File: src/rtl/tron_pkg.sv
// Shared definitions for the round referee and the scoreboard it feeds.
// The player encoding here is the same "who" encoding the scoreboard consumes.
package tron_pkg;

    typedef enum logic [2:0] {
        IDLE   = 3'd0,
        PLAY   = 3'd1,
        REPORT = 3'd2,
        PAUSE  = 3'd3,
        OVER   = 3'd4
    } state_e;

    localparam logic PLAYER_P1 = 1'b0;
    localparam logic PLAYER_P2 = 1'b1;

endpackage

File: src/rtl/pause_timer.sv
// Loadable down-counter that measures the inter-round pause in game ticks.
// done is high whenever the count has reached zero.
module pause_timer #(
    parameter int unsigned PAUSE_W     = 4,
    parameter int unsigned PAUSE_TICKS = 3
) (
    input  logic clk,
    input  logic reset_n,
    input  logic load,
    input  logic tick,
    output logic done
);

    logic [PAUSE_W-1:0] count_q;
    logic [PAUSE_W-1:0] count_d;

    always_comb begin
        count_d = count_q;
        if (load) begin
            count_d = PAUSE_W'(PAUSE_TICKS);
        end else if (tick && (count_q != '0)) begin
            count_d = count_q - 1'b1;
        end
    end

    always_ff @(posedge clk) begin
        if (!reset_n) begin
            count_q <= '0;
        end else begin
            count_q <= count_d;
        end
    end

    assign done = (count_q == '0);

endmodule

File: src/rtl/round_referee.sv
// Decides each round from the crash flags, presents wins to the scoreboard over
// a valid/ack handshake, keeps the match score and paces rounds with a pause.
module round_referee
    import tron_pkg::*;
#(
    parameter int unsigned SCORE_W     = 4,
    parameter int unsigned WIN_SCORE   = 5,
    parameter int unsigned PAUSE_TICKS = 3,
    parameter int unsigned PAUSE_W     = 4
) (
    input  logic               clk,
    input  logic               reset_n,
    input  logic               start,
    input  logic               tick,
    input  logic               p1_crash,
    input  logic               p2_crash,
    input  logic               win_ack,
    output logic               win_valid,
    output logic               win_who,
    output logic               draw,
    output logic               round_active,
    output logic [SCORE_W-1:0] p1_score,
    output logic [SCORE_W-1:0] p2_score,
    output logic               match_over,
    output logic               match_winner
);

    localparam logic [SCORE_W-1:0] ScoreMax = {SCORE_W{1'b1}};
    localparam logic [SCORE_W-1:0] ScoreWin = SCORE_W'(WIN_SCORE);

    state_e             state_q, state_d;
    logic               win_who_q, win_who_d;
    logic               draw_q, draw_d;
    logic [SCORE_W-1:0] p1_score_q, p1_score_d;
    logic [SCORE_W-1:0] p2_score_q, p2_score_d;
    logic [SCORE_W-1:0] new_score;
    logic               timer_load;
    logic               timer_done;

    pause_timer #(
        .PAUSE_W    (PAUSE_W),
        .PAUSE_TICKS(PAUSE_TICKS)
    ) u_pause_timer (
        .clk    (clk),
        .reset_n(reset_n),
        .load   (timer_load),
        .tick   (tick && (state_q == PAUSE)),
        .done   (timer_done)
    );

    // Score the presented winner would reach once the ack lands (saturating).
    always_comb begin
        new_score = (win_who_q == PLAYER_P2) ? p2_score_q : p1_score_q;
        if (new_score != ScoreMax) begin
            new_score = new_score + 1'b1;
        end
    end

    always_comb begin
        state_d    = state_q;
        win_who_d  = win_who_q;
        draw_d     = 1'b0;
        p1_score_d = p1_score_q;
        p2_score_d = p2_score_q;

        unique case (state_q)
            IDLE, OVER: begin
                if (start) begin
                    p1_score_d = '0;
                    p2_score_d = '0;
                    state_d    = PLAY;
                end
            end
            PLAY: begin
                if (tick) begin
                    if (p1_crash && p2_crash) begin
                        draw_d  = 1'b1;
                        state_d = PAUSE;
                    end else if (p1_crash) begin
                        win_who_d = PLAYER_P2;
                        state_d   = REPORT;
                    end else if (p2_crash) begin
                        win_who_d = PLAYER_P1;
                        state_d   = REPORT;
                    end
                end
            end
            REPORT: begin
                if (win_ack) begin
                    if (win_who_q == PLAYER_P2) begin
                        p2_score_d = new_score;
                    end else begin
                        p1_score_d = new_score;
                    end
                    state_d = (new_score == ScoreWin) ? OVER : PAUSE;
                end
            end
            PAUSE: begin
                // A zero-length pause releases immediately without waiting for a tick.
                if (timer_done && (tick || (PAUSE_TICKS == 0))) begin
                    state_d = PLAY;
                end
            end
            default: state_d = IDLE;
        endcase
    end

    assign timer_load = (state_d == PAUSE) && (state_q != PAUSE);

    always_ff @(posedge clk) begin
        if (!reset_n) begin
            state_q    <= IDLE;
            win_who_q  <= 1'b0;
            draw_q     <= 1'b0;
            p1_score_q <= '0;
            p2_score_q <= '0;
        end else begin
            state_q    <= state_d;
            win_who_q  <= win_who_d;
            draw_q     <= draw_d;
            p1_score_q <= p1_score_d;
            p2_score_q <= p2_score_d;
        end
    end

    assign win_valid    = (state_q == REPORT);
    assign win_who      = win_who_q;
    assign draw         = draw_q;
    assign round_active = (state_q == PLAY);
    assign p1_score     = p1_score_q;
    assign p2_score     = p2_score_q;
    assign match_over   = (state_q == OVER);
    assign match_winner = ((state_q == OVER) && (p2_score_q == ScoreWin)) ? PLAYER_P2 : PLAYER_P1;

endmodule
File: config.mk
export PLATFORM = sky130hd
export DESIGN_NAME = round_referee
export DESIGN_NICKNAME = d
export VERILOG_FILES = /design/src/rtl/tron_pkg.sv /design/src/rtl/pause_timer.sv /design/src/rtl/round_referee.sv
export SDC_FILE = /design/constraint.sdc
export NUM_CORES = 1
export LEC_CHECK = 0
export CAP_MARGIN = 20
export CORE_UTILIZATION = 56
export CTS_CLUSTER_DIAMETER = 100
export DETAILED_ROUTE_END_ITERATION = 16
export PLACE_DENSITY = 0.84
export SLEW_MARGIN = 20
export SYNTH_ARGS = -nofsm -noshare
export SYNTH_HDL_FRONTEND = slang
export SYNTH_SLANG_ARGS = --single-unit
File: constraint.sdc
create_clock -name clk -period 3.7 [get_ports clk]
set_clock_uncertainty 0.1 [all_clocks]
set_input_delay 0.925 -clock clk [delete_from_list [all_inputs] [get_ports clk]]
set_output_delay 0.925 -clock clk [all_outputs]
set_load 0.02 [all_outputs]
==> results.yml, run 1 <==
synth:
  syn_nets: 146
  async_reset_ff_share_pct: 0
  synth-seq-cells: 17
  synth_area_um2: 1210
  synth_edf_count: 0
  ys_warn_count: 0
  postSynthAreaPerCell_um2: 8.97
  ys.flop_type: "dfxtp_1"
  synth_cells: 135
  ys_types: 49
  ys_seq_area_share_pct: 28.1
detailed_routing:
  drc_errors: 0
  vias: 1105
  wl_per_cell_um: 15.5
  dr.pass1.iters: 4
  wirelength_um: 2780
  drt-initial-drc-count: 23
  vias_per_cell: 6.17
  ant_nets: 0
floorplanning:
  die_h_um: 48.5
  num_io_pins: 21
  core_um2: 2000
  start_util_pct: 60.5
  die_w_um: 48.5
  dieArea_um2: 2350
  rows: 16
layout:
  final_util_pct: 71.7
  fill_cells: 159
  stdcell_area_um2: 1440
  drive_gt1_share_pct: 9.21
  diodes: 0
  area_growth_pct: 18.5
  num-nets-final: 164
sta:
  worst_pin_slew_ps: 725
  period_share_pct: 80.4
  relSlewSlack_pct: 51.6
  finalHoldViolCount: 0
  finalSetupViolations: 0
  fin_setup_tns_ps: 0
  max_freq_mhz: 336
  rsz0062_at_grt: "no"
  finalMaxSlewViolations: 0
  min_period_ps: 2970
cts:
  clkTransAtPathRegs_ps: 100
  post_cts_buffers: 0
  cts_made_buffers: 3
  cts-resized-gates: 0
  cts-root-buf: "clkbuf_4"
  cts_tree: "built"
  clock_latency_ps: 300
  clk_path_buf_depth: 2
  cts_hold_buf: 0
  htree_levels: 1
  cts.sinks: 17
power_and_ir_drop:
  p_leak_nw: 0.509
  p_per_area_nw_per_um2: 289
  clkPwrFrac_pct: 24.4
  swShare_pct: 32.6
  share_seq_of_total_power_pct: 50.3
  p_switching_mw: 0.135
  cell_internal_pwr_mw: 0.280
  total_power_mw: 0.415
  combPwrFrac_pct: 25.3
  ir_drop_mv: 0.242
critical_path:
  cp_data_arrival_time_ps: 1950
  critPathKind: "flop to primary output"
  startpoint_type: "flop"
  critical_path.startpoint: "state_q[1]"
  rr_worst_depth: 7
  path_max_fanout: 13
  rrSetupSlack_ps: 820
  reg2reg_to: "u_pause_timer.count_q[0]"
  r2r-start: "win_who"
  crit_path_end: "win_valid"
  crit_required_ps: 2670
  cp-end-kind: "primary output"
outcome:
  status: "finished, final reports clean"
grt:
  track_usage_pct: 25.9
  grt_max_degree: 22
  grt_pass1_wl_um: 4660
  grt-ovfl-total: 0
  grt_pass1_vias: 1015
  grt_antenna_before_repair: 0
place:
  port_buffers: 20
  placed_area_um2: 1410
  place.gp.congestion: 0.879
  dpl.hpwl_um: 2060
job:
  drv_cap: 0
hold_path:
  worst_hold_path_type: "flop to flop"
-- kinds of logic after synthesis --
| group | Yosys count | synth area share [%] |
|---|---|---|
| AO/OA/AOI/OAI | 31 | 22.6 |
| XOR/XNOR | 5 | 3.62 |
| adder cells (fa/ha/maj) | 4 | 4.13 |
| buffers and inverters | 15 | 5.58 |
| flip-flops | 17 | 28.1 |
| multiplexers | 6 | 5.06 |
| AND/OR/NAND/NOR | 57 | 30.9 |
-- cell usage after synthesis (all sizes together), types with 3 or more instances --
library cell,n,share of area [%]
dfxtp,17,28
nor2,10,3.1
inv,8,2.5
nand2,7,2.2
nand3,6,2.5
a21boi,5,3.1
buf,5,2.5
mux2i,5,4.1
nor3b,5,3.1
a21o,4,2.5
ha,4,4.1
o21ai,4,2.0
xnor2,4,2.9
nand4b,3,2.2
nand4bb,3,2.8
nor2b,3,1.5
nor3,3,1.2
o31ai,3,1.9
-- cell usage in the layout (no fill, tap or decap), types with 4 or more instances in the layout --
cell | synthesis | routed
a21o_1 | 4 | 4
nor2_1 | 10 | 10
dfxtp_1 | 17 | 17
mux2i_1 | 5 | 5
nand3_1 | 6 | 6
ha_1 | 4 | 4
nand2_1 | 7 | 7
a21boi_0 | 4 | 4
xnor2_1 | 4 | 4
clkdlybuf4s50_1 | 0 | 20
nor3b_1 | 5 | 5
inv_1 | 8 | 8
-- flip-flops by register name, indices dropped and copies added, names as in the netlist --
signal,flops
draw,1
p2_score,4
state_q,3
win_who,1
p1_score,4
u_pause_timer.count_q,4
-- worst min path at each step --
stage | from | endpoint | slack, ps | cells past startpoint
after floorplan | u_pause_timer.count_q[3] | u_pause_timer.count_q[3] | 440 | 2
after global placement | p2_score[0] | p2_score[0] | 410 | 2
after detailed placement | p2_score[0] | p2_score[0] | 400 | 2
after CTS | p2_score[0] | p2_score[0] | 420 | 2
after global routing | p2_score[0] | p2_score[0] | 480 | 2
final | p2_score[0] | p2_score[0] | 410 | 2
-- power groups by stage --
stage	combinational [mW]	sequential (mW)	clock (mW)
after CTS	0.104	0.208	0.103
after detailed placement	0.104	0.213	0
after floorplan	0.0792	0.202	0
final	0.105	0.209	0.102
after global routing	0.115	0.211	0.112
after global placement	0.101	0.212	0
-- area by class of cell --
type	instances	area, um^2	area share, %
Clock buffer	3	22.5	1.57
Clock inverter	1	5.00	0.349
Inverter	8	30.0	2.09
Multi-Input combinational cell	103	803	56.0
Sequential cell	17	340	23.7
Tap cell	27	33.8	2.35
Timing Repair Buffer	20	200	13.9
-- critical path: stages, from the launching register on --
cell and delay (ps):
dfxtp_1 570, nor3b_1 390, clkdlybuf4s50_1 680
-- routing by layer --
layer	vias up	track usage, %	share of wire [%]	wire [um]
li1	543	-	-	-
met1	528	34.3	47	1320
met2	25	41.1	46	1290
met3	9	5.97	3.8	107
met4	0	9.31	2.4	66
met5	-	0	0	0
-- stage by stage --
stage          instances  hold WS, ps  setup WS (ps)
6_report             179          413            726
5_1_grt              179          475            570
4_1_cts              179          415            729
3_5_place_dp         175          403            885
3_3_place_gp         175          413           1010
2_1_floorplan        135          444           1090
No activity file was read; power rests on OpenSTA's default activity.
==> run 2: changes to the inputs <==
--- a/config.mk
+++ b/config.mk
@@ -6,10 +6,10 @@
 export NUM_CORES = 1
 export LEC_CHECK = 0
 export CAP_MARGIN = 20
-export CORE_UTILIZATION = 56
+export CORE_UTILIZATION = 47
 export CTS_CLUSTER_DIAMETER = 100
 export DETAILED_ROUTE_END_ITERATION = 16
-export PLACE_DENSITY = 0.84
+export PLACE_DENSITY = 0.75
 export SLEW_MARGIN = 20
 export SYNTH_ARGS = -nofsm -noshare
 export SYNTH_HDL_FRONTEND = slang
==> constraint.sdc (replaced) <==
create_clock -name clk -period 2.45 [get_ports clk]
set_clock_uncertainty 0.1 [all_clocks]
set_input_delay 0.6125 -clock clk [delete_from_list [all_inputs] [get_ports clk]]
set_output_delay 0.6125 -clock clk [all_outputs]
set_load 0.02 [all_outputs]
==> run 2 against run 1 <==
Effect of this change:
- flip-flop and latch count is the same
- clock-buffer cell count unchanged
- critical endpoint unchanged
- final cell count is 6.1% higher
- via count increased by 3.0%
- non-clock buffer count rose by 8
- clock power rose by 52%
- utilization is 9.6 points lower
- setup slack got worse by 650 ps
==> results.yml, run 2 (same netlist as run 1, synthesis figures left out) <==
cts:
  cts_made_buffers: 3
  cts_hold_buf: 0
  clkTransAtPathRegs_ps: 110
  cts-root-buf: "clkbuf_4"
  htree_levels: 1
  clk_path_buf_depth: 2
  post_cts_buffers: 0
  cts_tree: "built"
  clock_latency_ps: 300
  cts.sinks: 17
floorplanning:
  start_util_pct: 49.3
  dieArea_um2: 2780
  die_w_um: 52.8
  num_io_pins: 21
  core_um2: 2450
  rows: 18
  die_h_um: 52.8
sta:
  worst_pin_slew_ps: 681
  holdWs_ps: 455
  period_share_pct: 96.8
  fin_setup_tns_ps: 0
  max_freq_mhz: 422
  finalMaxSlewViolations: 0
  min_period_ps: 2370
  relSlewSlack_pct: 54.2
  rsz0062_at_grt: "no"
  finalSetupViolations: 0
  finalHoldViolCount: 0
layout:
  fill_cells: 210
  diodes: 0
  final_cell_mix: "17 x clkdlybuf4s50_1, 15 x dfxtp_1, 10 x nor2_1, 8 x inv_1, 8 x buf_4"
  drive_gt1_share_pct: 16.9
  num-nets-final: 172
  final_util_pct: 62.1
  area_growth_pct: 25.9
  mostFrequentLayoutCell: "clkdlybuf4s50_1"
detailed_routing:
  wl_per_cell_um: 15.8
  dr.pass1.iters: 4
  vias: 1138
  vias_per_cell: 5.99
  drt-initial-drc-count: 28
  wirelength_um: 3010
  drc_errors: 0
  ant_nets: 0
critical_path:
  cp-end-kind: "primary output"
  r2r-start: "win_who"
  reg2reg_to: "u_pause_timer.count_q[0]"
  rrSetupSlack_ps: 110
  critical_path.startpoint: "state_q[1]"
  critPathKind: "flop to primary output"
  startpoint_type: "flop"
  rr_worst_depth: 6
  cp_data_arrival_time_ps: 1660
  crit_required_ps: 1740
  path_max_fanout: 8
grt:
  grt_pass1_vias: 1047
  grt_max_degree: 13
  track_usage_pct: 24.7
  grt_antenna_before_repair: 0
  grt_pass1_wl_um: 4960
  grt-ovfl-total: 0
place:
  place.gp.congestion: 0.901
  dpl.hpwl_um: 2300
  port_buffers: 20
hold_path:
  hp-start: "p2_score[1]"
  worst_hold_path_type: "flop to flop"
  worstHoldEndpoint: "p2_score[1]"
  hold_depth: 2
power_and_ir_drop:
  clkPwrFrac_pct: 24.0
  swShare_pct: 32.5
  p_leak_nw: 0.591
  ir_drop_mv: 0.334
  cell_internal_pwr_mw: 0.436
  p_per_area_nw_per_um2: 423
  p_switching_mw: 0.209
  share_seq_of_total_power_pct: 48.4
  combPwrFrac_pct: 27.6
job:
  drv_cap: 0
outcome:
  status: "finished, final reports clean"
==> run 2: cell count changes in the layout (fill, tap and decap cells not counted) <==
cell and delta:
dfxtp_1 -2, clkdlybuf4s50_1 -3, nor3b_1 -1, dlygate4sd2_1 +1
dlymetal6s2s_1 +2, ha_2 +1, mux2i_1 -1, nor3b_2 +1
mux2i_4 +1, dfxtp_2 +2, ha_1 -1, buf_4 +8
==> run 2: layout make-up <==
type	count	area, um^2	share of cell area, %
inverters	8	30.0	1.97
multi-input cells	103	823	54.0
clock inverters	1	5.00	0.328
flip-flops and latches	17	343	22.5
clock buffers	3	22.5	1.48
repair buffers	28	264	17.3
well taps	30	37.5	2.46
==> run 2: timing repair <==
action	in CTS	in global routing
endpoints found under the hold margin	0	0
resized for setup	3	2
gates cloned	0	0
endpoints found under the setup margin	3	2
==> run 2: power groups by stage <==
stage	logic, mW	clock network [mW]	registers (mW)
final	0.178	0.155	0.312
after global routing	0.197	0.171	0.314
after CTS	0.179	0.160	0.311
after detailed placement	0.177	0	0.316
after global placement	0.172	0	0.317
after floorplan	0.122	0	0.306
==> run 2: worst max path at each step <==
stage | to | slack (ps)
after floorplan | u_pause_timer.count_q[0] | 30
after global placement | u_pause_timer.count_q[0] | 180
after detailed placement | u_pause_timer.count_q[2] | 50
after CTS | match_over | 20
after global routing | win_valid | 2
final | win_valid | 80
==> run 2: per-stage QoR <==
step                power (mW)  area, um^2  setup WS, ps  cells
finish                   0.645        1530          77.7    190
global route             0.682        1530          2.16    190
detailed placement       0.493        1490          50.1    186
floorplan                0.428        1230          27.6    135
CTS                      0.651        1520          21.3    190
global placement         0.489        1490           176    186
==> run 2: critical path, stage by stage (launching register included) <==
cell	delay, ps
dfxtp_1	460
nor3b_2	270
clkdlybuf4s50_1	640
==> run 2: layer usage <==
layer | vias to the layer above | part of all wire, % | global-route usage [%] | routed length (um)
met5 | - | 0 | 0 | 0
met4 | 0 | 1.2 | 7.46 | 36
met3 | 8 | 3.1 | 3.48 | 94
met2 | 29 | 51 | 42.0 | 1520
met1 | 540 | 45 | 31.9 | 1360
li1 | 561 | - | - | -
==> run 3: changes to the inputs <==
--- a/config.mk
+++ b/config.mk
@@ -5,10 +5,11 @@
 export SDC_FILE = /design/constraint.sdc
 export NUM_CORES = 1
 export LEC_CHECK = 0
-export CAP_MARGIN = 20
+export CORE_MARGIN = 2
 export CORE_UTILIZATION = 47
 export CTS_CLUSTER_DIAMETER = 100
 export DETAILED_ROUTE_END_ITERATION = 16
+export GPL_TIMING_DRIVEN = 1
 export PLACE_DENSITY = 0.75
 export SLEW_MARGIN = 20
 export SYNTH_ARGS = -nofsm -noshare
==> run 3 against run 2 <==
Effect of this change:
- sequential share of layout area increased by 0.49 points
- clock power barely moved
- critical path depth is 2 higher
- die area grew 7.7%
- critical path type unchanged
==> results.yml, run 3 (same netlist as run 1, synthesis figures left out) <==
detailed_routing:
  vias: 1127
  dr.pass1.iters: 4
  wl_per_cell_um: 15.0
  wirelength_um: 2830
  drt-initial-drc-count: 28
  ant_nets: 0
  drc_errors: 0
  vias_per_cell: 5.96
power_and_ir_drop:
  p_leak_nw: 0.578
  cell_internal_pwr_mw: 0.432
  swShare_pct: 31.7
  combPwrFrac_pct: 26.4
  ir_drop_mv: 0.303
  share_seq_of_total_power_pct: 49.7
  clkPwrFrac_pct: 23.9
  p_per_area_nw_per_um2: 416
  total_power_mw: 0.633
  p_switching_mw: 0.201
critical_path:
  path_buf_inv: 2
  rrSetupSlack_ps: 130
  crit_path_end: "match_winner"
  cpPeakStageDelay_ps: 610
  startpoint_type: "flop"
  r2r-start: "win_who"
  crit_required_ps: 1740
  critical_path.startpoint: "state_q[1]"
  path_depth: 4
  crit_chain: "inv_1 > nand3_1 > nor2_1 > clkdlybuf4s50_1"
  cp_data_arrival_time_ps: 1610
  cp-end-kind: "primary output"
  critPathTopFamily: "buffers and inverters"
  rr_worst_depth: 6
  path_max_fanout: 13
  crit_path_top_delay_cell: "clkdlybuf4s50_1"
  critPathKind: "flop to primary output"
  reg2reg_to: "u_pause_timer.count_q[0]"
floorplanning:
  dieArea_um2: 3000
  core_um2: 2450
  die_h_um: 54.8
  rows: 18
  start_util_pct: 49.3
  die_w_um: 54.8
  num_io_pins: 21
grt:
  grt_max_degree: 16
  grt_pass1_vias: 1018
  grt-ovfl-total: 0
  grt_antenna_before_repair: 0
  grt_pass1_wl_um: 4730
  track_usage_pct: 22.0
sta:
  finalMaxSlewViolations: 0
  fin_setup_tns_ps: 0
  finalHoldViolCount: 0
  min_period_ps: 2320
  finalSetupViolations: 0
  relSlewSlack_pct: 61.2
  rsz0062_at_grt: "no"
  period_share_pct: 94.9
  max_freq_mhz: 430
  worst_pin_slew_ps: 577
cts:
  clock_latency_ps: 290
  htree_levels: 1
  cts_made_buffers: 3
  post_cts_buffers: 0
  clkTransAtPathRegs_ps: 100
  clk_path_buf_depth: 2
  cts-root-buf: "clkbuf_4"
  cts.sinks: 17
  cts_tree: "built"
layout:
  fill_cells: 212
  diodes: 0
  num-nets-final: 171
  drive_gt1_share_pct: 17.6
  final_cell_mix: "18 x clkdlybuf4s50_1, 12 x dfxtp_1, 10 x nor2_1, 8 x inv_1"
  area_growth_pct: 25.5
  seqCellArea_um2: 349
  multi_input_area_um2: 818
  stdcell_area_um2: 1520
  mostFrequentLayoutCell: "clkdlybuf4s50_1"
outcome:
  status: "finished, final reports clean"
place:
  place.gp.congestion: 0.876
  dpl.hpwl_um: 2210
  port_buffers: 20
  placed_area_um2: 1480
job:
  drv_cap: 0
hold_path:
  worst_hold_path_type: "flop to flop"
==> run 3: worst min path at each step <==
stage | from | to | slack [ps] | cells past startpoint
floorplan | u_pause_timer.count_q[3] | u_pause_timer.count_q[3] | 440 | 2
global placement | p2_score[1] | p2_score[1] | 410 | 2
detailed placement | p2_score[1] | p2_score[1] | 430 | 2
CTS | p2_score[1] | p2_score[1] | 450 | 2
global route | p2_score[0] | p2_score[0] | 470 | 2
finish | p2_score[0] | p2_score[0] | 440 | 2
==> run 3: what timing repair did <==
| action | in CTS | in global routing |
|---|---|---|
| cloned | 0 | 0 |
| hold buffers | 0 | 0 |
| pin swaps | 0 | 0 |
| resized for setup | 2 | 5 |
| endpoints found under the setup margin | 2 | 4 |
==> run 3: stage by stage <==
step | hold slack [ps] | util (%) | setup slack, ps | instances
floorplan | 444 | - | 27.6 | 135
global placement | 411 | 60.3 | 165 | 185
detailed placement | 434 | 60.3 | 98.2 | 185
CTS | 450 | 61.5 | 16.0 | 189
global route | 469 | 61.9 | 7.84 | 189
finish | 440 | 61.9 | 126 | 189
==> run 3: power by group through the flow <==
| stage | clock network, mW | registers [mW] | logic [mW] |
|---|---|---|---|
| 6_report | 0.152 | 0.314 | 0.167 |
| 5_1_grt | 0.170 | 0.318 | 0.184 |
| 4_1_cts | 0.157 | 0.314 | 0.169 |
| 2_1_floorplan | 0 | 0.306 | 0.122 |
| 3_3_place_gp | 0 | 0.318 | 0.165 |
| 3_5_place_dp | 0 | 0.319 | 0.167 |
==> run 3: layout make-up <==
class / instances / area share (%)
multi-input combinational: 103 / 53.8
sequential: 17 / 23.0
timing repair buffer: 27 / 17.0
tap: 30 / 2.47
inverter: 8 / 1.98
clock buffer: 3 / 1.48
clock inverter: 1 / 0.329
==> run 3: metal layers <==
layer	vias up	routed length [um]	track usage, %
met1	539	1250	27.8
met5	-	0	0
met4	0	25	3.75
met2	26	1440	37.5
met3	4	114	5.74
li1	558	-	-
==> run 3: tightest hold or removal path: stages, from the launching register on <==
cell     delay (ps)
dfxtp_2         370
nand3_1          80
o31ai_1          60
